===== src/rtl/multicycle_controller.sv =====
// -----------------------------------------------------------------------------
// multicycle_controller
//   Control FSM for a multicycle RV32I-subset datapath. It sequences fetch,
//   decode, address generation, memory access, execute and writeback. It also
//   traps any opcode or funct3 it does not support.
//
// Ports
//   clk, reset             : clock, synchronous active-high reset
//   opcode/funct3/funct7_5 : fields of the latched instruction
//   zero                   : ALU zero flag (branch condition)
//   mem_ready              : memory access completes this cycle
//   pc_write, ir_write,
//   reg_write, mem_write   : datapath strobes (forced low while reset=1)
//   adr_src, mem_req       : memory address select and access request
//   result_src, alu_src_a,
//   alu_src_b, alu_control : datapath mux selects and ALU operation
//   instr_type             : immediate format, decoded from opcode every cycle
//   illegal                : unsupported instruction trapped
// -----------------------------------------------------------------------------
package multicycle_controller_pkg;
  typedef enum logic [2:0] {
    IT_R = 3'd0,
    IT_I = 3'd1,
    IT_S = 3'd2,
    IT_B = 3'd3,
    IT_J = 3'd4,
    IT_U = 3'd5
  } instr_type_enum;
endpackage

module multicycle_controller
  import multicycle_controller_pkg::*;
(
  input  logic           clk,
  input  logic           reset,
  input  logic [6:0]     opcode,
  input  logic [2:0]     funct3,
  input  logic           funct7_5,
  input  logic           zero,
  input  logic           mem_ready,
  output logic           pc_write,
  output logic           adr_src,
  output logic           mem_req,
  output logic           mem_write,
  output logic           ir_write,
  output logic           reg_write,
  output logic [1:0]     result_src,
  output logic [1:0]     alu_src_a,
  output logic [1:0]     alu_src_b,
  output logic [2:0]     alu_control,
  output instr_type_enum instr_type,
  output logic           illegal
);

  localparam logic [6:0] OP_LOAD   = 7'b0000011;
  localparam logic [6:0] OP_STORE  = 7'b0100011;
  localparam logic [6:0] OP_R      = 7'b0110011;
  localparam logic [6:0] OP_I      = 7'b0010011;
  localparam logic [6:0] OP_BRANCH = 7'b1100011;
  localparam logic [6:0] OP_JAL    = 7'b1101111;
  localparam logic [6:0] OP_LUI    = 7'b0110111;

  localparam logic [2:0] ALU_ADD = 3'b000;
  localparam logic [2:0] ALU_SUB = 3'b001;
  localparam logic [2:0] ALU_AND = 3'b010;
  localparam logic [2:0] ALU_OR  = 3'b011;
  localparam logic [2:0] ALU_XOR = 3'b100;
  localparam logic [2:0] ALU_SLT = 3'b101;
  localparam logic [2:0] ALU_SLL = 3'b110;
  localparam logic [2:0] ALU_SRL = 3'b111;

  typedef enum logic [3:0] {
    S_FETCH    = 4'd0,
    S_DECODE   = 4'd1,
    S_MEMADR   = 4'd2,
    S_MEMREAD  = 4'd3,
    S_MEMWB    = 4'd4,
    S_MEMWRITE = 4'd5,
    S_EXEC_R   = 4'd6,
    S_EXEC_I   = 4'd7,
    S_ALUWB    = 4'd8,
    S_BRANCH   = 4'd9,
    S_JAL      = 4'd10,
    S_LUI      = 4'd11,
    S_TRAP     = 4'd12
  } state_e;

  // ALU operation for the execute states. SUB is only reachable from R-type.
  // funct3=011 has no operation here and traps, so ADD is a don't-care filler.
  function automatic logic [2:0] funct_alu(input logic [2:0] f3,
                                           input logic       f7_5,
                                           input logic       is_r);
    logic [2:0] op;
    case (f3)
      3'b000:  op = (is_r && f7_5) ? ALU_SUB : ALU_ADD;
      3'b001:  op = ALU_SLL;
      3'b010:  op = ALU_SLT;
      3'b100:  op = ALU_XOR;
      3'b101:  op = ALU_SRL;
      3'b110:  op = ALU_OR;
      3'b111:  op = ALU_AND;
      default: op = ALU_ADD;
    endcase
    return op;
  endfunction

  state_e     state_q, state_d;
  logic       adr_src_q, adr_src_d;
  logic       mem_req_q, mem_req_d;
  logic       mem_write_en_q, mem_write_en_d;
  logic       reg_write_en_q, reg_write_en_d;
  logic [1:0] result_src_q, result_src_d;
  logic [1:0] alu_src_a_q, alu_src_a_d;
  logic [1:0] alu_src_b_q, alu_src_b_d;
  logic [2:0] alu_control_q, alu_control_d;
  logic       illegal_q, illegal_d;
  // State flags that gate the input-qualified strobes.
  logic       fetch_q, fetch_d;
  logic       branch_q, branch_d;
  logic       jal_q, jal_d;
  logic       branch_taken_s;

  // Next-state selection.
  always_comb begin
    state_d = state_q;
    case (state_q)
      S_FETCH: begin
        if (mem_ready) state_d = S_DECODE;
        else           state_d = S_FETCH;
      end
      S_DECODE: begin
        case (opcode)
          OP_LOAD, OP_STORE: state_d = S_MEMADR;
          OP_R:              state_d = S_EXEC_R;
          OP_I:              state_d = S_EXEC_I;
          OP_BRANCH:         state_d = S_BRANCH;
          OP_JAL:            state_d = S_JAL;
          OP_LUI:            state_d = S_LUI;
          default:           state_d = S_TRAP;
        endcase
      end
      S_MEMADR: begin
        if (opcode == OP_LOAD) state_d = S_MEMREAD;
        else                   state_d = S_MEMWRITE;
      end
      S_MEMREAD: begin
        if (mem_ready) state_d = S_MEMWB;
        else           state_d = S_MEMREAD;
      end
      S_MEMWB: state_d = S_FETCH;
      S_MEMWRITE: begin
        if (mem_ready) state_d = S_FETCH;
        else           state_d = S_MEMWRITE;
      end
      S_EXEC_R, S_EXEC_I: begin
        if (funct3 == 3'b011) state_d = S_TRAP;
        else                  state_d = S_ALUWB;
      end
      S_ALUWB: state_d = S_FETCH;
      S_BRANCH: begin
        if (funct3 == 3'b000 || funct3 == 3'b001) state_d = S_FETCH;
        else                                      state_d = S_TRAP;
      end
      S_JAL:   state_d = S_ALUWB;
      S_LUI:   state_d = S_ALUWB;
      S_TRAP:  state_d = S_TRAP;
      default: state_d = S_TRAP;
    endcase
  end

  // Moore outputs for the state being entered, so they can be registered.
  // funct3/funct7_5 come from the latched instruction and are stable here.
  always_comb begin
    adr_src_d      = 1'b0;
    mem_req_d      = 1'b0;
    mem_write_en_d = 1'b0;
    reg_write_en_d = 1'b0;
    result_src_d   = 2'b00;
    alu_src_a_d    = 2'b00;
    alu_src_b_d    = 2'b00;
    alu_control_d  = ALU_ADD;
    illegal_d      = 1'b0;
    fetch_d        = 1'b0;
    branch_d       = 1'b0;
    jal_d          = 1'b0;
    case (state_d)
      S_FETCH: begin
        mem_req_d    = 1'b1;
        alu_src_b_d  = 2'b10;
        result_src_d = 2'b10;
        fetch_d      = 1'b1;
      end
      S_DECODE: begin
        alu_src_a_d = 2'b01;
        alu_src_b_d = 2'b01;
      end
      S_MEMADR: begin
        alu_src_a_d = 2'b10;
        alu_src_b_d = 2'b01;
      end
      S_MEMREAD: begin
        adr_src_d = 1'b1;
        mem_req_d = 1'b1;
      end
      S_MEMWB: begin
        result_src_d   = 2'b01;
        reg_write_en_d = 1'b1;
      end
      S_MEMWRITE: begin
        adr_src_d      = 1'b1;
        mem_req_d      = 1'b1;
        mem_write_en_d = 1'b1;
      end
      S_EXEC_R: begin
        alu_src_a_d   = 2'b10;
        alu_control_d = funct_alu(funct3, funct7_5, 1'b1);
      end
      S_EXEC_I: begin
        alu_src_a_d   = 2'b10;
        alu_src_b_d   = 2'b01;
        alu_control_d = funct_alu(funct3, funct7_5, 1'b0);
      end
      S_ALUWB: reg_write_en_d = 1'b1;
      S_BRANCH: begin
        alu_src_a_d   = 2'b10;
        alu_control_d = ALU_SUB;
        branch_d      = 1'b1;
      end
      S_JAL: begin
        alu_src_a_d = 2'b01;
        alu_src_b_d = 2'b10;
        jal_d       = 1'b1;
      end
      S_LUI:   alu_src_b_d = 2'b01;
      S_TRAP:  illegal_d   = 1'b1;
      default: illegal_d   = 1'b1;
    endcase
  end

  // State and registered output flops; reset lands directly in FETCH outputs.
  always_ff @(posedge clk) begin
    if (reset) begin
      state_q        <= S_FETCH;
      adr_src_q      <= 1'b0;
      mem_req_q      <= 1'b1;
      mem_write_en_q <= 1'b0;
      reg_write_en_q <= 1'b0;
      result_src_q   <= 2'b10;
      alu_src_a_q    <= 2'b00;
      alu_src_b_q    <= 2'b10;
      alu_control_q  <= ALU_ADD;
      illegal_q      <= 1'b0;
      fetch_q        <= 1'b1;
      branch_q       <= 1'b0;
      jal_q          <= 1'b0;
    end else begin
      state_q        <= state_d;
      adr_src_q      <= adr_src_d;
      mem_req_q      <= mem_req_d;
      mem_write_en_q <= mem_write_en_d;
      reg_write_en_q <= reg_write_en_d;
      result_src_q   <= result_src_d;
      alu_src_a_q    <= alu_src_a_d;
      alu_src_b_q    <= alu_src_b_d;
      alu_control_q  <= alu_control_d;
      illegal_q      <= illegal_d;
      fetch_q        <= fetch_d;
      branch_q       <= branch_d;
      jal_q          <= jal_d;
    end
  end

  // Immediate format follows opcode in every state, including TRAP.
  always_comb begin
    case (opcode)
      OP_R:         instr_type = IT_R;
      OP_LOAD, OP_I: instr_type = IT_I;
      OP_STORE:     instr_type = IT_S;
      OP_BRANCH:    instr_type = IT_B;
      OP_JAL:       instr_type = IT_J;
      OP_LUI:       instr_type = IT_U;
      default:      instr_type = IT_R;
    endcase
  end

  // Strobes qualified by mem_ready / zero. All are suppressed while reset is
  // high so that nothing architectural updates in a reset cycle.
  always_comb begin
    branch_taken_s = ((funct3 == 3'b000) && zero) || ((funct3 == 3'b001) && !zero);
    pc_write  = !reset && ((fetch_q && mem_ready) || jal_q || (branch_q && branch_taken_s));
    ir_write  = !reset && fetch_q && mem_ready;
    reg_write = !reset && reg_write_en_q;
    mem_write = !reset && mem_write_en_q;
  end

  assign adr_src     = adr_src_q;
  assign mem_req     = mem_req_q;
  assign result_src  = result_src_q;
  assign alu_src_a   = alu_src_a_q;
  assign alu_src_b   = alu_src_b_q;
  assign alu_control = alu_control_q;
  assign illegal     = illegal_q;

endmodule


===== config.mk =====
export PLATFORM = sky130hd
export DESIGN_NAME = multicycle_controller
export DESIGN_NICKNAME = d
export VERILOG_FILES = /design/src/rtl/multicycle_controller.sv
export SDC_FILE = /design/constraint.sdc
export NUM_CORES = 1
export LEC_CHECK = 0
export CAP_MARGIN = 20
export CORE_MARGIN = 2
export CORE_UTILIZATION = 28
export CTS_CLUSTER_DIAMETER = 100
export DETAILED_ROUTE_END_ITERATION = 10
export PLACE_DENSITY = 0.54
export SYNTH_ARGS = -nofsm -noshare
export SYNTH_HDL_FRONTEND = slang
export SYNTH_SLANG_ARGS = --single-unit
export TNS_END_PERCENT = 20

===== constraint.sdc =====
create_clock -name clk -period 4.3 [get_ports clk]
set_input_delay 0.86 -clock clk [delete_from_list [all_inputs] [get_ports clk]]
set_output_delay 0.86 -clock clk [all_outputs]
set_load 0.03 [all_outputs]

# Word-level counts from Yosys, hierarchy flattened
# Cells that the tools add are included.
# Widths: inputs -> output; s select.
dict set report totals {
  ff_bits 21
  input_bits 15
  out_inout_bits 19
}
dict set report classes {
  n_eq_ne 36
  reduce_logical 31
  muxes 24
}
# cell n
set op_table {}
lappend op_table {{$pmux 4 s9} 1}
lappend op_table {{$eq 4x3->1 const B} 8}
lappend op_table {{$eq 4x4->1 const B} 8}
lappend op_table {{$pmux 4 s6} 1}
lappend op_table {{$eq 7x6->1 const B} 3}
lappend op_table {{$pmux 3 s7} 1}
lappend op_table {{$pmux 3 s6} 1}
lappend op_table {{$reduce_or 2->1} 9}
lappend op_table {{$eq 4x2->1 const B} 4}
lappend op_table {{$pmux 3 s5} 1}
lappend op_table {{$eq 7x7->1 const B} 2}
lappend op_table {{$eq 3x3->1 const B} 4}
lappend op_table {{$mux 3} 4}
lappend op_table {{$pmux 2 s2} 3}
lappend op_table {{$reduce_or 12->1} 1}
lappend op_table {{$mux 1} 10}
lappend op_table {{$logic_and 1x1->1} 9}
lappend op_table {{$pmux 3 s3} 1}
lappend op_table {{$eq 4x1->1 const B} 2}
lappend op_table {{$logic_not 4->1} 2}
lappend op_table {{$reduce_or 4->1} 2}
lappend op_table {{$eq 7x2->1 const B} 1}
lappend op_table {{$eq 7x5->1 const B} 1}
lappend op_table {{$eq 3x2->1 const B} 2}
lappend op_table {{6 further kinds} 10}

# Logic depth before layout (Yosys ltp)
# Gate-level depths: netlist of run 1.
dict set report logic_depth {
  word_depth 7
  depth_mapped 8
}

# Least setup slack after synthesis of run 1
# No wires, ideal clock.
dict set report synth_path {
  path_kind {input -> output}
  startpoint {input opcode[3]}
  endpoint {output instr_type[0]}
  arrival_ns 2.055
  setup_slack_ns 1.385
  cell_stages 3
  n_path_buf 0
  cell_sequence {nor4bb_1 nand2b_1 o21ai_0}
}
dict set report synth_via {
  elab_chain_cells 3
}
# element line
set synth_rtl {}
lappend synth_rtl {{start, declared} 36} ;# input logic [6:0] opcode,
lappend synth_rtl {{$eq 7x2->1 / $eq 7x5->1 (equally long branches)} 275} ;# case (opcode)
lappend synth_rtl {{$reduce_or 2->1} 275}
lappend synth_rtl {{$pmux 3 s5 (*)} 275}
lappend synth_rtl {{end, declared} 51} ;# output instr_type_enum instr_type,
# Every way passes the cells marked *; elsewhere a longest branch is shown, timed or not.

# Final worst setup path of run 1
# Same ends and word-level chain as after synthesis.

==> results_dict.tcl, run 1 <==
set metrics [dict create \
    place_area_um2 1530 \
    drc 0 \
    yosysSeqAreaShare_pct 34.0 \
    cts_setup_buffers 0 \
    postCtsHoldBufs 0 \
    tns_ns 0 \
    gp_congestion 0.893 \
    antenna_cells 0 \
    placementRows 23 \
    final-setup-viol-count 0 \
    synth-main-ff-cell "dfxtp_1" \
    die_width_um 68.9 \
    syn_area_um2 1180 \
    ys_ff_latch 20 \
    status "complete, no violations" \
    viasPerCell 5.35 \
    place_inst 219 \
    worstMarginPinSlew_ns 0.613 \
    core_um2 4030 \
    insertion_delay_ns 0.26 \
    drv_slew 0 \
    finalNetCount 189 \
    final_area_um2 1600 \
    area_growth_pct 36.1 \
    numCtsBuffers 3 \
    finalHoldViolations 0 \
    port_buffers 33 \
    first_pass_iters 4 \
    drive_gt1_share_pct 8.09 \
    ant_nets 0 \
    syn_area_per_cell_um2 8.24 \
    wl_per_cell_um 14.0 \
    netlist-cell-type-count 50 \
    grt_antenna_before_repair 0 \
    synth-simple-area-share_pct 36.0 \
    dieArea_um2 4740 \
    ir_drop_v 0.000173 \
    yosys.area_share.xor_xnor_pct 2.23 \
    synth.top_cells.by_area "dfxtp_1 34%, nor2_1 5.4%, a21oi_1 3.0%, nor3_1 3.0%, nand2_1 2.9%" \
    period_needed_ns 3.96 \
    critPathKind "in2out" \
    cts_resized 0 \
    cp_max_fo 8 \
    path_clk_slew_ns 0.08 \
    synth_common_cells "20 x dfxtp_1, 17 x nor2_1, 9 x nand2_1" \
    yosysTopAreaCellShare_pct 34.0 \
    h-tree-depth 1 \
    die_y_um 68.9 \
    cts_root_buf "clkbuf_8" \
    start_util_pct 29.3 \
    synth_edf_count 0 \
    synth_top_family_by_area "simple AND/OR/NAND/NOR gates" \
    detailedPlace.worstSlack_ns 0.346 \
    via_count 1194 \
    grt_pass1_wl_mm 4.95 \
    required_ns 3.44 \
    finalClockSkew_ns 0.00530 \
    cp-end-kind "output port" \
    ys_warn_count 0 \
    cts_buffer_depth 2 \
    totalWireLength_mm 3.11 \
    clock.fmax_mhz 252 \
    fillers 408 \
    grt_max_degree 19 \
    max_cap_violations 0 \
    synth.most_common_cell "dfxtp_1" \
    rsz0062_at_grt "false" \
    cts_tree "done" \
    synth.area.mux_share_pct 0.849 \
    gr-total-overflow 0 \
    synthesis.instances 143 \
    synth_nets 158 \
    numClockSinks 20 \
    min-delay-start "state_q[1]" \
    io_pins 34 \
    critPathArrivalTime_ns 3.10 \
    setup_slack_ns 0.338 \
    p_leak_uw 0.000553 \
    hold_path_class "reg2reg" \
    final.period_utilization_pct 92.1 \
    ys_async_sr_fraction_pct 0 \
    instances_no_fill 223 \
    post-synth-top-area-cell "dfxtp_1" \
    track_usage_pct 14.0 \
    first_global_vias 1113 \
    dp_hpwl_mm 2.46 \
    timing.slew.headroom_pct 58.8 \
    first_iter_violations 46 \
    powerDensity_nw_per_um2 318 \
    rr_startpoint "state_q[0]" \
    synth_compound_area_share_pct 20.8 \
    start_kind "primary input" \
    worstSetupStartpoint "opcode[3]" \
    synth-adder-area-share_pct 0 \
]
-- critical path, stage by stage --
cell and delay, ns:
clkdlybuf4s50_1 0.52, or4b_2 0.73, a21o_1 0.21, o21ai_0 0.09, clkdlybuf4s50_1 0.70
-- routing by layer --
metal | routed length (µm) | global-route usage [%] | vias to the layer above
li1 | - | - | 592
met1 | 1390 | 17.1 | 552
met2 | 1470 | 23.8 | 43
met3 | 191 | 1.95 | 7
met4 | 63 | 7.11 | 0
met5 | 0 | 0 | -
-- flip-flops by register name, summed over array words and instances, names as in the netlist --
signal / flops
state_q: 4
alu_control: 3
alu_src_a: 2
alu_src_b: 2
result_src: 2
adr_src: 1
branch_q: 1
illegal: 1
jal_q: 1
mem_req: 1
mem_write_en_q: 1
reg_write_en_q: 1
-- cell families after synthesis --
group / after synthesis
compound gates: 36
buf+inv: 14
flops: 20
simple gates: 69
mux: 1
xor+xnor: 3
-- layout by cell type, fill, tap and decap left out, drive strengths merged, types with 2 or more instances in the layout --
master,Yosys,layout
nor2,17,17
a31oi,4,4
nor2b,3,3
o211a,2,2
nand3b,2,2
nor4bb,3,3
a21oi,7,7
o21ai,9,9
nand4b,2,2
nand2b,2,2
buf,4,2
inv,5,5
or4,2,2
clkdlybuf4s50,0,33
nand2,9,9
nor3,9,9
a211oi,2,2
nand3,5,5
or4b,2,2
xnor2,3,3
dfxtp,20,20
nor4,2,2
nor3b,2,2
clkbuf,5,3
o31ai,3,3
or2,2,2
-- stage by stage --
stage / total power, µW / hold WS [ns] / util (%)
floorplan: 283 / 0.611 / -
global route: 533 / 0.758 / 39.8
detailed placement: 328 / 0.664 / 38.0
finish: 511 / 0.685 / 39.8
CTS: 514 / 0.673 / 39.8
global placement: 326 / 0.670 / 38.0
-- power by group --
group / switching (µW) / internal [µW] / leakage, µW / total (µW)
combinational: 68.5 / 53.1 / 0.000355 / 122
clock: 63.0 / 124 / 0.0000357 / 187
sequential: 6.86 / 195 / 0.000163 / 202
total: 138 / 372 / 0.000553 / 511
-- cell type report --
cell class,count,area (µm²),share of cell area [%]
Clock inverter,1,30.0,1.87
Inverter,5,18.8,1.17
Timing Repair Buffer,35,345,21.5
Tap cell,50,62.6,3.90
Multi-Input combinational cell,109,706,44.0
Sequential cell,20,400,25.0
Clock buffer,3,41.3,2.57
-- final timing paths --
kind	end	slack [ns]	cells after the start
max	instr_type[0]	0.34	5
min	adr_src	0.68	2
max reg2reg	mem_req	1.81	6
min reg2reg	adr_src	0.68	2
No activity file was read; power rests on OpenSTA's default activity.
==> run 2: changes to the inputs <==
--- a/config.mk
+++ b/config.mk
@@ -11,6 +11,7 @@
 export CTS_CLUSTER_DIAMETER = 100
 export DETAILED_ROUTE_END_ITERATION = 10
 export PLACE_DENSITY = 0.54
+export SKIP_LAST_GASP = 1
 export SYNTH_ARGS = -nofsm -noshare
 export SYNTH_HDL_FRONTEND = slang
 export SYNTH_SLANG_ARGS = --single-unit
==> results of run 2 <==
Final layout, timing and power as in run 1 (identical DEF).
==> run 3: changes to the inputs <==
--- a/config.mk
+++ b/config.mk
@@ -10,7 +10,8 @@
 export CORE_UTILIZATION = 28
 export CTS_CLUSTER_DIAMETER = 100
 export DETAILED_ROUTE_END_ITERATION = 10
-export PLACE_DENSITY = 0.54
+export PLACE_DENSITY = 0.6
+export REMOVE_ABC_BUFFERS = 1
 export SKIP_LAST_GASP = 1
 export SYNTH_ARGS = -nofsm -noshare
 export SYNTH_HDL_FRONTEND = slang
==> run 3 against run 2 <==
Against the previous run:
- clock-buffer cell count grew 1
- core utilization shrank 0.59 points
- hold slack is essentially flat
- flip-flop and latch count is the same
- sequential power is essentially flat
- die area is the same
- clock power shrank 25%
- wire length grew 2.4%
- maximum frequency shrank 0.95%
- largest power group unchanged
- critical path type unchanged
- critical path depth is the same
- register-to-register slack gained 0.02 ns
==> results_dict.tcl, run 3 (synthesis gave the netlist of run 1 again) <==
set metrics [dict create \
    io_pins 34 \
    drv_slew 0 \
    finalClockSkew_ns 0.00198 \
    viasPerCell 5.28 \
    dieArea_um2 4740 \
    h-tree-depth 1 \
    antenna_cells 0 \
    tns_ns 0 \
    insertion_delay_ns 0.25 \
    critPathKind "in2out" \
    first_pass_iters 4 \
    rsz0062_at_grt "false" \
    port_buffers 33 \
    totalWireLength_mm 3.19 \
    die_y_um 68.9 \
    p_clk_share_pct 30.2 \
    cts_buffer_depth 2 \
    timing.slew.headroom_pct 57.1 \
    seq_power_share_pct 43.5 \
    ir_drop_v 0.000245 \
    core_um2 4030 \
    cp-end-kind "output port" \
    first_global_vias 1167 \
    final-setup-viol-count 0 \
    p_leak_uw 0.000542 \
    top_register "state_q" \
    final_cell_mix "33 x clkdlybuf4s50_1, 20 x dfxtp_1, 17 x nor2_1" \
    grt_pass1_wl_mm 5.29 \
    finalNetCount 188 \
    drc 0 \
    track_usage_pct 14.7 \
    area_growth_pct 34.1 \
    instances_no_fill 222 \
    status "complete, no violations" \
    wl_per_cell_um 14.3 \
    hold_path_class "reg2reg" \
    powerDensity_nw_per_um2 294 \
    cts_tree "done" \
    hold_path_depth 2 \
    critPathArrivalTime_ns 3.14 \
    postCtsHoldBufs 0 \
    detailedPlace.worstSlack_ns 0.315 \
    max_cap_violations 0 \
    via_count 1172 \
    cp_max_fo 12 \
    setup_slack_ns 0.300 \
    start_kind "primary input" \
    fillers 412 \
    start_util_pct 29.3 \
    gr-total-overflow 0 \
    first_iter_violations 71 \
    pwr-share-comb_pct 26.2 \
    path_clk_slew_ns 0.07 \
    finalHoldViolations 0 \
    numClockSinks 20 \
    worstMarginPinSlew_ns 0.641 \
    gp_congestion 1.01 \
    final_area_um2 1580 \
    cts_resized 0 \
    required_ns 3.44 \
    numCtsBuffers 3 \
    p_sw_uw 135 \
    die_width_um 68.9 \
    timing.hold.ws_ns 0.685 \
    place_area_um2 1530 \
    placementRows 23 \
    p_int_uw 329 \
    grt_max_degree 13 \
    dp_hpwl_mm 2.39 \
    final.period_utilization_pct 93.0 \
    ant_nets 0 \
    grt_antenna_before_repair 0 \
    period_needed_ns 4.00 \
    swShare_pct 29.1 \
    r2r_cells 6 \
    largest_reg_flops 4 \
    drive_gt1_share_pct 7.56 \
    clock.fmax_mhz 250 \
    final_common_cell "clkdlybuf4s50_1" \
    place_inst 218 \
    cts_root_buf "clkbuf_8" \
    cts_setup_buffers 0 \
]
[run 3: changes by cell type in the layout (fill, tap and decap cells not counted), sizes merged]
cell    before  now
clkbuf       3    4
bufinv       1    0
buf          2    1
[run 3: area by class of cell]
type	instances	area, µm²	share of cell area (%)
flip-flops and latches	20	400	25.3
multi-input cells	109	706	44.7
clock buffers	4	55.1	3.48
inverters	5	18.8	1.19
repair buffers	34	338	21.4
well taps	50	62.6	3.96
[run 3: path summary, 6_finish.rpt]
path / from / endpoint / slack (ns)
setup / recovery: opcode[6] / instr_type[0] / 0.30
hold / removal: state_q[1] / adr_src / 0.68
setup reg to reg: state_q[0] / mem_req / 1.83
hold reg to reg: state_q[1] / adr_src / 0.68
[run 3: power groups by stage]
stage | registers [µW] | clock network (µW) | logic, µW
detailed placement | 206 | 0 | 121
CTS | 202 | 144 | 121
global placement | 206 | 0 | 120
global route | 203 | 152 | 133
finish | 202 | 140 | 122
floorplan | 218 | 0 | 55.7
[run 3: worst max-delay path: stages]
cell,delay (ns)
clkdlybuf4s50_1,0.65
or4b_2,0.65
a21o_1,0.21
o21ai_0,0.08
clkdlybuf4s50_1,0.69
[run 3: routing by layer]
layer	vias to the layer above	GRT usage [%]	part of all wire, %
li1	591	-	-
met1	533	18.0	45
met2	40	25.5	46
met3	8	3.41	6.3
met4	0	4.41	1.8
met5	-	0	0
[run 3: through the flow]
step,power [µW],utilization [%]
after floorplan,274,-
after global placement,325,37.9
after CTS,467,39.2
after global routing,487,39.2
final,464,39.2
after detailed placement,327,37.9
